[src/rtl/fft_buf_in_if.sv]
// Handshake bundle for fft_buf_in: sample stream in, stride-8 groups out.
// master drives samples and group-ready; slave is the buffer.
interface fft_buf_in_if #(
    parameter int DATA_WD = 16
);
    logic                 dat_val_i;
    logic                 dat_rdy_o;
    logic [DATA_WD-1:0]   dat_re_i;
    logic [DATA_WD-1:0]   dat_im_i;
    logic                 grp_val_o;
    logic                 grp_rdy_i;
    logic [8*DATA_WD-1:0] grp_re_o;
    logic [8*DATA_WD-1:0] grp_im_o;
    logic [2:0]           grp_idx_o;
    logic                 grp_lst_o;

    modport master (
        output dat_val_i, dat_re_i, dat_im_i, grp_rdy_i,
        input  dat_rdy_o, grp_val_o, grp_re_o, grp_im_o,
        input  grp_idx_o, grp_lst_o
    );

    modport slave (
        input  dat_val_i, dat_re_i, dat_im_i, grp_rdy_i,
        output dat_rdy_o, grp_val_o, grp_re_o, grp_im_o,
        output grp_idx_o, grp_lst_o
    );
endinterface

[src/rtl/fft_buf_in.sv]
// fft_buf_in: stores a 64-sample frame, issues 8 stride-8 groups for radix-8.
// FFT_BUF_IN_PINGPONG_EN: two banks so writing and reading overlap.
module fft_buf_in #(
    parameter int DATA_WD = 16
) (
    input logic          clk,
    input logic          rstn,
    fft_buf_in_if.slave  bus
);

`ifdef FFT_BUF_IN_PINGPONG_EN
    localparam int NB = 2;
`else
    localparam int NB = 1;
`endif

    typedef enum logic [1:0] {
        EMPTY,
        FILLING,
        FULL
    } bst_t;

    bst_t               bst    [NB];
    logic [DATA_WD-1:0] re_mem [NB][64];
    logic [DATA_WD-1:0] im_mem [NB][64];

    logic [5:0] wr_cnt;
    logic [2:0] rd_cnt;
    logic       wr_bank;
    logic       rd_bank;
    logic       wb_nx;
    logic       rdy_q;
    logic       rdy_nx;
    logic       wr_fire;
    logic       wr_last;
    logic       rd_fire;
    logic       rd_last;

    logic [8*DATA_WD-1:0] grp_re;
    logic [8*DATA_WD-1:0] grp_im;

    assign wr_fire = bus.dat_val_i && rdy_q;
    assign wr_last = wr_fire && (wr_cnt == 6'd63);
    assign rd_fire = bus.grp_val_o && bus.grp_rdy_i;
    assign rd_last = rd_fire && (rd_cnt == 3'd7);

`ifdef FFT_BUF_IN_PINGPONG_EN
    always_ff @(posedge clk or negedge rstn) begin
        if (!rstn) begin
            wr_bank <= 1'b0;
            rd_bank <= 1'b0;
        end else begin
            if (wr_last) wr_bank <= ~wr_bank;
            if (rd_last) rd_bank <= ~rd_bank;
        end
    end

    assign wb_nx = wr_bank ^ wr_last;
`else
    assign wr_bank = 1'b0;
    assign rd_bank = 1'b0;
    assign wb_nx   = 1'b0;
`endif

    // A bank freed at this edge still reads FULL here, so ready
    // comes back one cycle after the freeing transfer.
    assign rdy_nx = (bst[wb_nx] != FULL) &&
                    !(wr_last && (wr_bank == wb_nx));

    always_ff @(posedge clk or negedge rstn) begin
        if (!rstn) begin
            wr_cnt <= '0;
            rd_cnt <= '0;
            rdy_q  <= 1'b1;
            for (int b = 0; b < NB; b++) begin
                bst[b] <= EMPTY;
                for (int i = 0; i < 64; i++) begin
                    re_mem[b][i] <= '0;
                    im_mem[b][i] <= '0;
                end
            end
        end else begin
            rdy_q <= rdy_nx;
            if (wr_fire) begin
                re_mem[wr_bank][wr_cnt] <= bus.dat_re_i;
                im_mem[wr_bank][wr_cnt] <= bus.dat_im_i;
                wr_cnt <= wr_cnt + 6'd1;
                if (wr_last)
                    bst[wr_bank] <= FULL;
                else if (bst[wr_bank] == EMPTY)
                    bst[wr_bank] <= FILLING;
            end
            if (rd_fire) begin
                rd_cnt <= rd_cnt + 3'd1;
                if (rd_last) bst[rd_bank] <= EMPTY;
            end
        end
    end

    // Slot m of group k is sample k + 8*m, i.e. address {m, k}.
    always_comb begin
        grp_re = '0;
        grp_im = '0;
        for (int m = 0; m < 8; m++) begin
            grp_re[(7-m)*DATA_WD +: DATA_WD] =
                re_mem[rd_bank][{3'(m), rd_cnt}];
            grp_im[(7-m)*DATA_WD +: DATA_WD] =
                im_mem[rd_bank][{3'(m), rd_cnt}];
        end
    end

    assign bus.dat_rdy_o = rdy_q;
    assign bus.grp_val_o = (bst[rd_bank] == FULL);
    assign bus.grp_re_o  = grp_re;
    assign bus.grp_im_o  = grp_im;
    assign bus.grp_idx_o = rd_cnt;
    assign bus.grp_lst_o = (rd_cnt == 3'd7);

endmodule

[src/flat_wrapper.sv]
// flat-port wrapper written by rule: the top's interface ports become plain ports
module fft_buf_in_flat 
#(
    parameter int DATA_WD = 16
)
  (clk, rstn, bus_dat_val_i, bus_dat_re_i, bus_dat_im_i, bus_grp_rdy_i, bus_dat_rdy_o, bus_grp_val_o, bus_grp_re_o, bus_grp_im_o, bus_grp_idx_o, bus_grp_lst_o);
  fft_buf_in_if #(.DATA_WD(DATA_WD)) bus_i ();
  input logic clk;
  input logic rstn;
  input wire logic [$bits(bus_i.dat_val_i)-1:0] bus_dat_val_i;
  input wire logic [$bits(bus_i.dat_re_i)-1:0] bus_dat_re_i;
  input wire logic [$bits(bus_i.dat_im_i)-1:0] bus_dat_im_i;
  input wire logic [$bits(bus_i.grp_rdy_i)-1:0] bus_grp_rdy_i;
  output wire logic [$bits(bus_i.dat_rdy_o)-1:0] bus_dat_rdy_o;
  output wire logic [$bits(bus_i.grp_val_o)-1:0] bus_grp_val_o;
  output wire logic [$bits(bus_i.grp_re_o)-1:0] bus_grp_re_o;
  output wire logic [$bits(bus_i.grp_im_o)-1:0] bus_grp_im_o;
  output wire logic [$bits(bus_i.grp_idx_o)-1:0] bus_grp_idx_o;
  output wire logic [$bits(bus_i.grp_lst_o)-1:0] bus_grp_lst_o;
  assign bus_i.dat_val_i = bus_dat_val_i;
  assign bus_i.dat_re_i = bus_dat_re_i;
  assign bus_i.dat_im_i = bus_dat_im_i;
  assign bus_i.grp_rdy_i = bus_grp_rdy_i;
  assign bus_dat_rdy_o = bus_i.dat_rdy_o;
  assign bus_grp_val_o = bus_i.grp_val_o;
  assign bus_grp_re_o = bus_i.grp_re_o;
  assign bus_grp_im_o = bus_i.grp_im_o;
  assign bus_grp_idx_o = bus_i.grp_idx_o;
  assign bus_grp_lst_o = bus_i.grp_lst_o;
  fft_buf_in #(.DATA_WD(DATA_WD)) u_core (.clk(clk), .rstn(rstn), .bus(bus_i));
endmodule
[config.mk]
export PLATFORM = sky130hd
export DESIGN_NAME = fft_buf_in_flat
export DESIGN_NICKNAME = d
export VERILOG_FILES = /design/src/rtl/fft_buf_in_if.sv /design/src/rtl/fft_buf_in.sv /design/src/flat_wrapper.sv
export SDC_FILE = /design/constraint.sdc
export NUM_CORES = 2
export LEC_CHECK = 0
export BUFFER_PORTS_ARGS = -buffer_cell sky130_fd_sc_hd__buf_2
export CAP_MARGIN = 20
export CORE_MARGIN = 4
export CORE_UTILIZATION = 45
export CTS_CLUSTER_DIAMETER = 60
export DETAILED_ROUTE_END_ITERATION = 6
export PLACE_DENSITY_LB_ADDON = 0.05
export SYNTH_ARGS = -nofsm -noshare
export SYNTH_HDL_FRONTEND = slang
export SYNTH_SLANG_ARGS = --single-unit
[constraint.sdc]
create_clock -name clk -period 4.3 [get_ports clk]
set_clock_uncertainty 0.15 [all_clocks]
set_input_delay 1.29 -clock clk [delete_from_list [all_inputs] [get_ports clk]]
set_output_delay 1.29 -clock clk [all_outputs]
set_load 0.02 [all_outputs]
==> flow_summary.ini <==
[detailed_routing]
first_pass_iters = 5
wirelength_mm = 250
post_drt_wl_per_cell_um = 28.5
first_iter_violations = 2831
vias = 50400
via_per_inst = 5.75
ant_nets = 0
drcViolationCount = 0

[setup_path]
crit_path_end_kind = output pin
cp-start-kind = flop
required_ps = 2860
arrival_ps = 2970
path_class = reg2out
r2r_cells = 4
cp_max_fo = 10

[layout]
finalNetCount = 5920
drive_gt1_share_pct = 64.0
final_cells = 8760
area_delta_synth_final_pct = 18.6

[die]
core_area_um2 = 204000
die_x_um = 461
fp.dieH_um = 461
row_count = 166
pin_count = 298
start_util_pct = 45.2
dieArea_um2 = 213000

[synth]
synth_common_cells = mux2_2 (2,250), dfrtp_1 (2,059), mux4_2 (512)
synth_area_leaders = dfrtp_1 (56%), mux2_2 (27%), mux4_2 (12%)
ys_types = 33
synth_top_area_share_pct = 55.8
ys.flop_type = dfrtp_1
ys_seq_elements = 2060
seq_area_frac_synth_pct = 55.8
synth_nets = 5623
synth_area_um2 = 92400
yosys.area.top_type = dfrtp_1
post_synth.cell_area_avg_um2 = 16.5
yosysMostFrequentCell = mux2_2
synth_warnings = 0
async_flop_share_pct = 100
synthCells = 5584
synth_edf_count = 0

[sta]
tns_ps = -6210
setup_viol = 174
worstMarginPinSlew_ps = 1020
layout_setup_ws_ps = -110
fmax_mhz = 227
final-hold-violation-count = 0
rsz0062_at_grt = true
relSlewSlack_pct = 31.9
period_share_pct = 103
period_needed_ps = 4410
slew_viol_final = 0

[placement]
gp_routability_congestion = 0.727
dp_cells = 8267
dp.final_hpwl_mm = 146
dp_slack_ps = 460
port_buffers = 297

[clock_network]
cts_max_level = 4
clock_latency_ps = 850
cts_buffer_depth = 3
cts_hold_buf = 0
cts_tree = done
cts_made_buffers = 226
cts_root_buf = clkbuf_16
clk_pin_slew_ps = 60
cts_sinks = 2060

[grt]
grtUsageTotal_pct = 23.4
antenna_found_initial = 9
grt_pass1_wl_mm = 371
grt_max_degree = 101
overflow = 0
grt_pass1_vias = 54800

[power]
p_total_w = 0.0622
ir_worst_vdd_mv = 0.467
leakagePower_nw = 51.0
powerDensity_nw_per_um2 = 567

[job]
maxCapViolCount = 0

[status]
status = complete, but fails checks
violations = negative setup slack

[worst_hold_path]
hp-class = in2async
cell type report:
type / instances / area, um^2
fillers: 16600 / 94800
multi-input cells: 2936 / 39200
flip-flops and latches: 2060 / 51600
diodes: 8 / 20.0
well taps: 2688 / 3360
clock inverters: 65 / 865
repair buffers: 657 / 7760
clock buffers: 346 / 6790
critical path, stage by stage (launching register included):
cell and delay, ps:
dfrtp_4 490, buf_16 190, buf_16 200, clkbuf_16 230
mux4_2 500, mux2_2 290, buf_4 160
path summary, 6_finish.rpt:
path                                                     start                        endpoint  slack (ps)
min in group clk                u_core.re_mem[345]$_DFFE_PN0P_  u_core.re_mem[345]$_DFFE_PN0P_         330
min                                                       rstn  u_core.re_mem[438]$_DFFE_PN0P_         290
max in group asynchronous                                 rstn  u_core.im_mem[937]$_DFFE_PN0P_        2560
min reg2reg                     u_core.re_mem[345]$_DFFE_PN0P_  u_core.re_mem[345]$_DFFE_PN0P_         330
max                        u_core.bus.grp_idx_o[0]$_DFFE_PN0N_                bus_grp_im_o[99]        -110
max reg2reg                       u_core.wr_cnt[0]$_DFFE_PN0P_  u_core.re_mem[419]$_DFFE_PN0P_        1150
metrics by stage:
step	utilization [%]	cell area, um^2	hold WS [ps]
after floorplan	-	92400	302
after global routing	53.6	110000	276
final	53.6	110000	289
after CTS	52.8	108000	266
after global placement	48.4	98900	314
after detailed placement	48.4	98900	323
registers in the layout (all words and copies together) (netlist names):
register	cells
u_core.wr_cnt	6
u_core.bus.dat_rdy_o	1
u_core.bst	2
u_core.im_mem	1024
u_core.bus.grp_idx_o	3
u_core.re_mem	1024
layout by cell type, fill, tap and decap left out, types with 27 or more instances in the layout:
| cell type | netlist | layout |
|---|---|---|
| buf_12 | 0 | 123 |
| buf_4 | 4 | 171 |
| buf_16 | 0 | 33 |
| clkbuf_16 | 0 | 251 |
| clkbuf_1 | 298 | 57 |
| clkinv_2 | 0 | 31 |
| mux2_2 | 2250 | 2128 |
| mux2_4 | 30 | 152 |
| mux2_1 | 27 | 27 |
| clkbuf_8 | 0 | 58 |
| mux4_2 | 512 | 512 |
| dfrtp_1 | 2059 | 2056 |
| buf_6 | 3 | 140 |
| buf_2 | 197 | 157 |
metal layers:
layer | wire (um) | track usage [%] | up-vias
li1 | - | - | 21300
met1 | 113000 | 32.6 | 28000
met2 | 121000 | 38.4 | 801
met3 | 9630 | 4.06 | 302
met4 | 5840 | 5.87 | 0
met5 | 0 | 0 | -
where the power goes:
group	switching [W]	internal, W
Combinational	0.00557	0.00854
Clock	0.00805	0.0118
Sequential	0.00292	0.0253
logic make-up (layout without fill, tap and decap cells):
family          count (synthesis)  after routing  synth area share, %
flops                        2060           2060                 55.8
simple gates                  105            105                0.685
buf+inv                       588           1068                 2.70
compound gates                  4              4               0.0298
fa+ha+maj                       3              3               0.0406
xor+xnor                        5              5               0.0474
mux                          2819           2819                 40.7
other cells                     0              8                    0
timing repair:
action / in CTS / in global routing
gates resized for setup: 179 / 309
buffers inserted: 29 / 11
endpoints found under the setup margin: 255 / 251
pin swaps: 0 / 0
cloned: 11 / 25
(Power assumes the default switching activity.)
